`config.mk`:
```
export PLATFORM = sky130hd
export DESIGN_NAME = taxi_stats_accum_flat
export DESIGN_NICKNAME = d
export VERILOG_FILES = /design/src/rtl/taxi_axis_if.sv /design/src/rtl/taxi_stats_accum.sv /design/src/flat_wrapper.sv
export SDC_FILE = /design/constraint.sdc
export NUM_CORES = 1
export LEC_CHECK = 0
export BUFFER_PORTS_ARGS = -buffer_cell sky130_fd_sc_hd__buf_2
export CORE_UTILIZATION = 50
export CTS_BUF_LIST = sky130_fd_sc_hd__clkbuf_4
export CTS_CLUSTER_SIZE = 20
export DETAILED_ROUTE_END_ITERATION = 8
export GPL_TIMING_DRIVEN = 0
export PLACE_DENSITY_LB_ADDON = 0.05
export SYNTH_ARGS = -nofsm -noshare
export SYNTH_HDL_FRONTEND = slang
export SYNTH_SLANG_ARGS = --single-unit
export TNS_END_PERCENT = 5
```
`constraint.sdc`:
```
create_clock -name clk -period 12.5 [get_ports clk]
set_input_delay 1.25 -clock clk [delete_from_list [all_inputs] [get_ports clk]]
set_output_delay 1.25 -clock clk [all_outputs]
set_load 0.1 [all_outputs]
```
`src/rtl/taxi_axis_if.sv`:
```
// taxi_axis_if: AXI4-Stream bundle with source, sink and monitor views.

interface taxi_axis_if #(
    parameter int unsigned DATA_W = 8,
    parameter int unsigned KEEP_W = (DATA_W + 7) / 8,
    parameter int unsigned ID_W   = 8,
    parameter int unsigned DEST_W = 8,
    parameter int unsigned USER_W = 1
) ();
    logic [DATA_W-1:0] tdata;
    logic [KEEP_W-1:0] tkeep;
    logic              tvalid;
    logic              tready;
    logic              tlast;
    logic [ID_W-1:0]   tid;
    logic [DEST_W-1:0] tdest;
    logic [USER_W-1:0] tuser;

    modport src (output tdata, tkeep, tvalid, tlast, tid, tdest, tuser, input tready);
    modport snk (input tdata, tkeep, tvalid, tlast, tid, tdest, tuser, output tready);
    modport mon (input tdata, tkeep, tvalid, tready, tlast, tid, tdest, tuser);
endinterface

```
`src/rtl/taxi_stats_accum.sv`:
```
// taxi_stats_accum: per-ID statistics counters accumulated from an AXI-Stream
// increment stream, with a pipelined, non-destructive read port.
// Optional string table is enabled by defining TAXI_STATS_STR_EN.

module taxi_stats_accum #(
    parameter int unsigned STAT_COUNT = 32,
    parameter int unsigned STAT_W     = 32
) (
    input  logic                          clk,
    input  logic                          rst,
    taxi_axis_if.snk                      s_axis_stat,
    input  logic [$clog2(STAT_COUNT)-1:0] rd_req_addr,
    input  logic                          rd_req_str,
    input  logic                          rd_req_valid,
    output logic                          rd_req_ready,
    output logic [STAT_W-1:0]             rd_resp_data,
    output logic                          rd_resp_valid
);
    localparam int unsigned DATA_W = s_axis_stat.DATA_W;
    localparam int unsigned ID_W   = s_axis_stat.ID_W;
    localparam int unsigned ADDR_W = $clog2(STAT_COUNT);
    localparam int unsigned CMP_W  = (ID_W > 32) ? ID_W : 32;

    // Elaboration-time parameter sanity
    if (STAT_W < DATA_W) begin : g_chk_stat_w
        $fatal(1, "taxi_stats_accum: STAT_W must be >= DATA_W");
    end
    if ((64'(1) << ID_W) < 64'(STAT_COUNT)) begin : g_chk_id_w
        $fatal(1, "taxi_stats_accum: ID_W too narrow for STAT_COUNT");
    end

    typedef enum logic [0:0] {
        ST_INIT,
        ST_RUN
    } state_t;

    state_t            state;
    logic [ADDR_W-1:0] init_addr;

    logic [STAT_W-1:0] cnt_mem [STAT_COUNT];
    logic              cnt_we;
    logic [ADDR_W-1:0] cnt_waddr;
    logic [STAT_W-1:0] cnt_wdata;

    logic              beat_acc;
    logic              rd_acc;
    logic              id_in_range;

    // Stage 1: registered beat (memory update) and read request (memory read)
    logic              s1_valid;
    logic [ADDR_W-1:0] s1_addr;
    logic [DATA_W-1:0] s1_data;
    logic              r1_valid;
    logic              r1_str;
    logic [ADDR_W-1:0] r1_addr;
    logic [STAT_W-1:0] rd_data_c;

    logic unused_ok;
    assign unused_ok = ^{s_axis_stat.tkeep, s_axis_stat.tlast, s_axis_stat.tdest, s_axis_stat.tuser};

    // Handshakes: reads win over the stream while running
    assign rd_req_ready       = (state == ST_RUN);
    assign s_axis_stat.tready = (state == ST_RUN) && !rd_req_valid;
    assign beat_acc           = s_axis_stat.tvalid && s_axis_stat.tready;
    assign rd_acc             = rd_req_valid && rd_req_ready;
    assign id_in_range        = CMP_W'(s_axis_stat.tid) < CMP_W'(STAT_COUNT);

`ifdef TAXI_STATS_STR_EN
    localparam int unsigned STR_W     = 12;
    localparam int unsigned STR_DEPTH = 2 ** ADDR_W;

    if (DATA_W < 16 || ADDR_W < 3 || STAT_W < STR_W) begin : g_chk_str
        $fatal(1, "taxi_stats_accum: string table needs DATA_W>=16, ADDR_W>=3, STAT_W>=12");
    end

    logic [STR_W-1:0]  str_mem [STR_DEPTH];
    logic              s1_str_valid;
    logic              str_in_range;
    logic [ADDR_W-1:0] str_addr;

    // String entry index is {tid, prfx, ptr}; entries outside the table are dropped
    assign str_in_range = (s_axis_stat.tid >> (ADDR_W - 3)) == '0;
    assign str_addr     = ADDR_W'({s_axis_stat.tid, s_axis_stat.tdata[2:0]});

    // String table write, one cycle after acceptance; never cleared by the sweep
    always_ff @(posedge clk) begin
        if (s1_str_valid && !rst) begin
            str_mem[s1_addr] <= s1_data[15:4];
        end
    end
`endif

    // Single counter write port: zero sweep during INIT, accumulate during RUN
    always_comb begin
        cnt_we    = 1'b0;
        cnt_waddr = s1_addr;
        cnt_wdata = cnt_mem[s1_addr] + STAT_W'(s1_data);
        if (!rst) begin
            if (state == ST_INIT) begin
                cnt_we    = 1'b1;
                cnt_waddr = init_addr;
                cnt_wdata = '0;
            end else if (s1_valid) begin
                cnt_we = 1'b1;
            end
        end
    end

    // Counter storage
    always_ff @(posedge clk) begin
        if (cnt_we) begin
            cnt_mem[cnt_waddr] <= cnt_wdata;
        end
    end

    // Read data select for the stage-1 read
    always_comb begin
        rd_data_c = cnt_mem[r1_addr];
        if (r1_str) begin
`ifdef TAXI_STATS_STR_EN
            rd_data_c = STAT_W'(str_mem[r1_addr]);
`else
            rd_data_c = '0;
`endif
        end
    end

    // Stage-1 payload capture (no reset needed, qualified by valids)
    always_ff @(posedge clk) begin
`ifdef TAXI_STATS_STR_EN
        s1_addr <= s_axis_stat.tuser[0] ? str_addr : ADDR_W'(s_axis_stat.tid);
`else
        s1_addr <= ADDR_W'(s_axis_stat.tid);
`endif
        s1_data <= s_axis_stat.tdata;
        r1_addr <= rd_req_addr;
        r1_str  <= rd_req_str;
    end

    // State machine, pipeline valids and registered read response
    always_ff @(posedge clk) begin
        if (rst) begin
            state         <= ST_INIT;
            init_addr     <= '0;
            s1_valid      <= 1'b0;
            r1_valid      <= 1'b0;
            rd_resp_valid <= 1'b0;
            rd_resp_data  <= '0;
`ifdef TAXI_STATS_STR_EN
            s1_str_valid  <= 1'b0;
`endif
        end else begin
            case (state)
                ST_INIT: begin
                    init_addr <= init_addr + ADDR_W'(1);
                    if (init_addr == ADDR_W'(STAT_COUNT - 1)) begin
                        state <= ST_RUN;
                    end
                end
                default: state <= ST_RUN;
            endcase

            s1_valid      <= beat_acc && !s_axis_stat.tuser[0] && id_in_range;
`ifdef TAXI_STATS_STR_EN
            s1_str_valid  <= beat_acc && s_axis_stat.tuser[0] && str_in_range;
`endif
            r1_valid      <= rd_acc;
            rd_resp_valid <= r1_valid;
            if (r1_valid) begin
                rd_resp_data <= rd_data_c;
            end
        end
    end

endmodule

```
`src/flat_wrapper.sv`:
```
// flat-port wrapper written by rule: the top's interface ports become plain ports
module taxi_stats_accum_flat 
#(
    parameter int unsigned STAT_COUNT = 32,
    parameter int unsigned STAT_W     = 32
)
  (clk, rst, rd_req_addr, rd_req_str, rd_req_valid, rd_req_ready, rd_resp_data, rd_resp_valid, s_axis_stat_tdata, s_axis_stat_tkeep, s_axis_stat_tvalid, s_axis_stat_tlast, s_axis_stat_tid, s_axis_stat_tdest, s_axis_stat_tuser, s_axis_stat_tready);
  taxi_axis_if #(.DATA_W(32), .ID_W(8), .DEST_W(8), .USER_W(1)) s_axis_stat_i ();
  input  logic clk;
  input  logic rst;
  input  logic [$clog2(STAT_COUNT)-1:0] rd_req_addr;
  input  logic rd_req_str;
  input  logic rd_req_valid;
  output logic rd_req_ready;
  output logic [STAT_W-1:0] rd_resp_data;
  output logic rd_resp_valid;
  input wire logic [$bits(s_axis_stat_i.tdata)-1:0] s_axis_stat_tdata;
  input wire logic [$bits(s_axis_stat_i.tkeep)-1:0] s_axis_stat_tkeep;
  input wire logic [$bits(s_axis_stat_i.tvalid)-1:0] s_axis_stat_tvalid;
  input wire logic [$bits(s_axis_stat_i.tlast)-1:0] s_axis_stat_tlast;
  input wire logic [$bits(s_axis_stat_i.tid)-1:0] s_axis_stat_tid;
  input wire logic [$bits(s_axis_stat_i.tdest)-1:0] s_axis_stat_tdest;
  input wire logic [$bits(s_axis_stat_i.tuser)-1:0] s_axis_stat_tuser;
  output wire logic [$bits(s_axis_stat_i.tready)-1:0] s_axis_stat_tready;
  assign s_axis_stat_i.tdata = s_axis_stat_tdata;
  assign s_axis_stat_i.tkeep = s_axis_stat_tkeep;
  assign s_axis_stat_i.tvalid = s_axis_stat_tvalid;
  assign s_axis_stat_i.tlast = s_axis_stat_tlast;
  assign s_axis_stat_i.tid = s_axis_stat_tid;
  assign s_axis_stat_i.tdest = s_axis_stat_tdest;
  assign s_axis_stat_i.tuser = s_axis_stat_tuser;
  assign s_axis_stat_tready = s_axis_stat_i.tready;
  taxi_stats_accum #(.STAT_COUNT(STAT_COUNT), .STAT_W(STAT_W)) u_core (.clk(clk), .rst(rst), .s_axis_stat(s_axis_stat_i), .rd_req_addr(rd_req_addr), .rd_req_str(rd_req_str), .rd_req_valid(rd_req_valid), .rd_req_ready(rd_req_ready), .rd_resp_data(rd_resp_data), .rd_resp_valid(rd_resp_valid));
endmodule
```
# [After elaboration in Yosys (flattened, before gate mapping)]
# Memory sizes are Yosys's and may differ from the RTL's. A register that Yosys moved wholly into a read port is not among the register bits.
# Cells that the tools add are included.
[totals] mem_count=1 ram_bits=1024 latch_bits=0 regBits=79 rom_bits=0
[op_classes] n_shift=0 n_lt_le_gt_ge=1 n_div=0 mux=12 mul=0 n_bitwise=0 addsub=2 eq_ne=1 n_reduce_logical=7
[memory_table] memory="u_core.cnt_mem" depth=32 width=32 read_ports=2 rd_clocked_by_memory_dff=2 wr=1 line_no="taxi_stats_accum.sv:40" rtl="logic [STAT_W-1:0] cnt_mem [STAT_COUNT];"
[ops] operator="2-to-1 mux 32 bit" n=3
[ops] operator="adder 32 bit" n=1
[ops] operator="2-to-1 mux 5 bit" n=2
[ops] operator="less-than comparator 8 x 6 -> 1 bit, second input constant" n=1
[ops] operator="2-to-1 mux 1 bit" n=7
[ops] operator="adder 5 x 1 -> 5 bit, second input constant" n=1
[ops] operator="equality test 5 bit, second input constant" n=1
[ops] operator="logical AND 1 bit" n=5
[ops] operator="logical NOT 1 bit" n=2

# [Logic depth before layout (Yosys ltp)]
[depth] ltp_word=5 mapped_depth=15 mapped_depth_nobuf=12

# [Worst setup path before layout]
# No wires, ideal clock.
[synth_path] path_kind="reg2reg" startpoint="register, netlist name u_core.s1_addr[1]" endpoint="memory u_core.cnt_mem[0][15] (data pin)" stages_incl_launch_ff=15 setup_slack_ps=6919 t_required_ps=12055 arrival_time_ps=5136 synth_period_minus_slack_ps=5581 cell_sequence="dfxtp_1 buf_2 clkbuf_1 buf_1 mux4_2 mux4_2 mux2_2 ha_1 nand2_1 o31ai_1 o221a_2 o21ai_0 a211oi_1 nor3_1 nor3_1"
[synth_rtl] element="end: declaration" line_no="taxi_stats_accum.sv:40"

==> metrics.txt <==
Hold Vio Cnt, Final 0; nets 2999; vias in the first global route 31250; instance count of the mapped netlist 2434; Die Area 103300 µm²; Crit Path Max Fanout 20; final core occ 0.5829; number of synthesized flops with an enable pin 1024; min-delay src s_axis_stat_tdata[16]; Post-CTS Resized 0; CP startpoint u_core.s1_addr[1]; gr ovfl total 0; outcome complete, but fails checks; worst skew pair latency 1240 ps; Core Footprint 100600 µm²; Reg2Reg Capture Point u_core.cnt_mem[20][31]; root buffer cell clkbuf_4; internal power 6.481 mW; Slew Viols, Final 11; leak pwr 19.26 nW; number of buffers added for setup after CTS 0; Layout fillers 7592; most frequent cells after synthesis edfxtp_1 (1024), mux4_2 (636), clkbuf_1 (95), nor2_1 (86), dfxtp_1 (84); RR Startpoint u_core.s1_addr[1]; CP endpoint kind register; register area share after synthesis 0.6360; cell depth of the worst setup path 15; area of the mapped netlist 50990 µm²; switching power share of the total 0.2543; Worst VDD drop 0.08967 mV; crit-path cells buf_2 > clkbuf_1 > buf_1 > mux4_2 > mux4_2 > mux2_2 > ha_1 > a211oi_1 > o31ai_1 > o221ai_1 > a31oi_1 > o211ai_1 > and3b_1 > nor3_2 > buf_6; largest net degree at the start of global routing 33; first-pass GRT wire length 231900 µm; worst-case reg-to-reg path depth 15; DRC Markers 0; dpl cells 3943; wirelength, routed 166500 µm; critical path data required time 13480 ps; Vias/cell 6.782; clk_skew 100.8 ps; Synth Flop Type edfxtp_1; gpl congestion 0.9017; setup TNS 0 ps; Clk pwr share 0.381; most frequent cell after synthesis edfxtp_1; Iteration-0 DRC Markers 4093; multi-input logic area 18030 µm²; Net Sw Power 2.210 mW; worst-margin pin slew 1526 ps; initial antenna violation count 2; CTS tree built; Max-Slew Margin vs Limit -0.01708; number of vias in the routed layout 30308; Worst-path clk slew 70 ps; drt wl/cell 37.25 µm; Setup Crit Path Kind reg2reg; Syn. warnings 0; share of the synthesized area in the top cell type 0.6030; combinational power share 0.124; Top Ports 99; Post-Syn Nets 2532; Pwr Density 148.2 nW/µm²; WP data arrival 8680 ps; most used cell, CP mux4_2; post-synthesis register bit count 1108; TritonCTS buffer count 313; Maximum Capacitance Violations 1; critical path's largest stage delay 1030 ps; Finished Layout Cells 4469; number of clock sinks 1108; ys async rst share 0; fraction of layout cells with a size suffix above 1 0.4612; Hold-fix buffers, CTS 0; port bufs 85; f_max 0.1300 GHz; sequential share of power 0.495; # rows 116; critical path's top delay family buffers and inverters; RSZ-0062 raised after global routing no; fin crit period 7691 ps; post-route ant nets 0; FF-to-FF setup slack 4810 ps; Tcrit/Tclk final 0.6153; Final setup viols 0; H-tree depth 5; storage element area 32430 µm²; failing checks capacitance limit, slew limit; worst hold path type in2reg; die width 321.3 µm; slowest CP cell buf_1; CP Buf/Inv Count 4; distinct cell type count after synthesis 55; largest area contributor in the netlist edfxtp_1; drt first pass iters 5; post-DP HPWL 115600 µm; largest cells by area after synthesis edfxtp_1 (60%), mux4_2 (28%), dfxtp_1 (3.3%), mux2i_1 (0.84%), ha_1 (0.81%); Critical Path End u_core.cnt_mem[20][31]; crit start category register; clk buf depth 4; Synth-to-Final Area Change 14.99%; die height 321.3 µm; Starting Density 0.5070; GRT Total Usage 0.3313; Mean Syn Cell Area 20.95 µm²
## sequential cells by signal, summed over array words and instances (netlist names), named ones only
name and count:
u_core.cnt_mem 1024, u_core.init_addr 5, u_core.r1_str 1, u_core.r1_valid 1, u_core.rd_req_ready 1, u_core.rd_resp_data 32
u_core.rd_resp_valid 1, u_core.s1_addr 5, u_core.s1_data 32, u_core.s1_valid 1
## routing by layer
layer | global-route usage | up-vias | wire, µm
met1 | 0.4500 | 16264 | 63720
met3 | 0.08330 | 323 | 16870
met2 | 0.5161 | 1979 | 79830
met4 | 0.1349 | 0 | 6048
li1 | - | 11742 | -
met5 | 0 | - | 0
## power groups by stage
stage	sequential (mW)	clock [mW]	combinational (mW)
after floorplan	4.38	0	0.641
after global placement	4.40	0	0.962
after detailed placement	4.38	0	1.07
after CTS	4.30	3.35	1.07
after global routing	4.31	3.54	1.13
final	4.31	3.31	1.08
## per-stage QoR
step,cell area [µm²],power [mW],setup slack (ps),hold WS [ps]
final,58630,8.691,4809,108.8
after detailed placement,54760,5.449,5093,439.7
after global routing,58630,8.984,4749,27.25
after CTS,58620,8.727,5008,28.85
after floorplan,50990,5.017,6919,460.2
after global placement,53110,5.359,3447,435.1
## cell usage in the layout, fill, tap and decap left out, types with 5 or more instances in the layout
cell	Yosys	final
xnor2_1	11	11
nor2_1	86	35
nand3b_1	5	5
a21oi_1	32	31
nor2b_1	7	7
o21a_1	8	8
nand4_1	6	6
edfxtp_1	1024	1024
ha_1	33	33
o21bai_1	8	8
nand3_1	12	12
buf_4	22	25
mux2_2	33	33
clkbuf_1	95	94
nand2b_1	7	7
dfxtp_1	84	84
buf_16	0	18
mux4_2	636	636
buf_8	0	13
nor2_4	0	32
clkbuf_4	0	476
a31oi_1	8	8
buf_2	29	114
nor2_2	0	19
clkinv_1	0	32
buf_12	0	25
buf_6	7	15
nand2_1	65	65
inv_2	0	5
inv_1	14	14
xor2_1	12	12
o21ai_0	52	52
mux2i_1	43	42
nor3_2	0	7
a21o_1	12	12
buf_1	20	20
diode_2	0	5
## how the worst min path moves through the flow
stage / endpoint / slack [ps] / cells past startpoint
2_1_floorplan: u_core.rd_resp_valid / 460 / 1
5_1_grt: u_core.s1_data[17] / 30 / 1
6_report: u_core.s1_data[16] / 110 / 1
3_5_place_dp: u_core.rd_resp_data[16] / 440 / 2
4_1_cts: u_core.s1_data[16] / 30 / 1
3_3_place_gp: u_core.rd_resp_data[17] / 440 / 2
## cells by family after synthesis
kind of cell / share of synthesized area
AND/OR/NAND/NOR: 0.02000
buffers and inverters: 0.01713
adder cells (fa/ha/maj): 0.008490
flip-flops: 0.6360
AO/OA/AOI/OAI: 0.01777
multiplexers: 0.2966
XOR/XNOR: 0.003951
## cell type report
type	instances	area share
Antenna cell	5	0.0002134
Buffer	173	0.01402
Clock buffer	476	0.06095
Clock inverter	45	0.004887
Inverter	14	0.0008963
Multi-Input combinational cell	1139	0.3074
Sequential cell	1108	0.5531
Tap cell	1357	0.02896
Timing Repair Buffer	152	0.02949
Note: power is estimated with default switching activity, not from simulation.
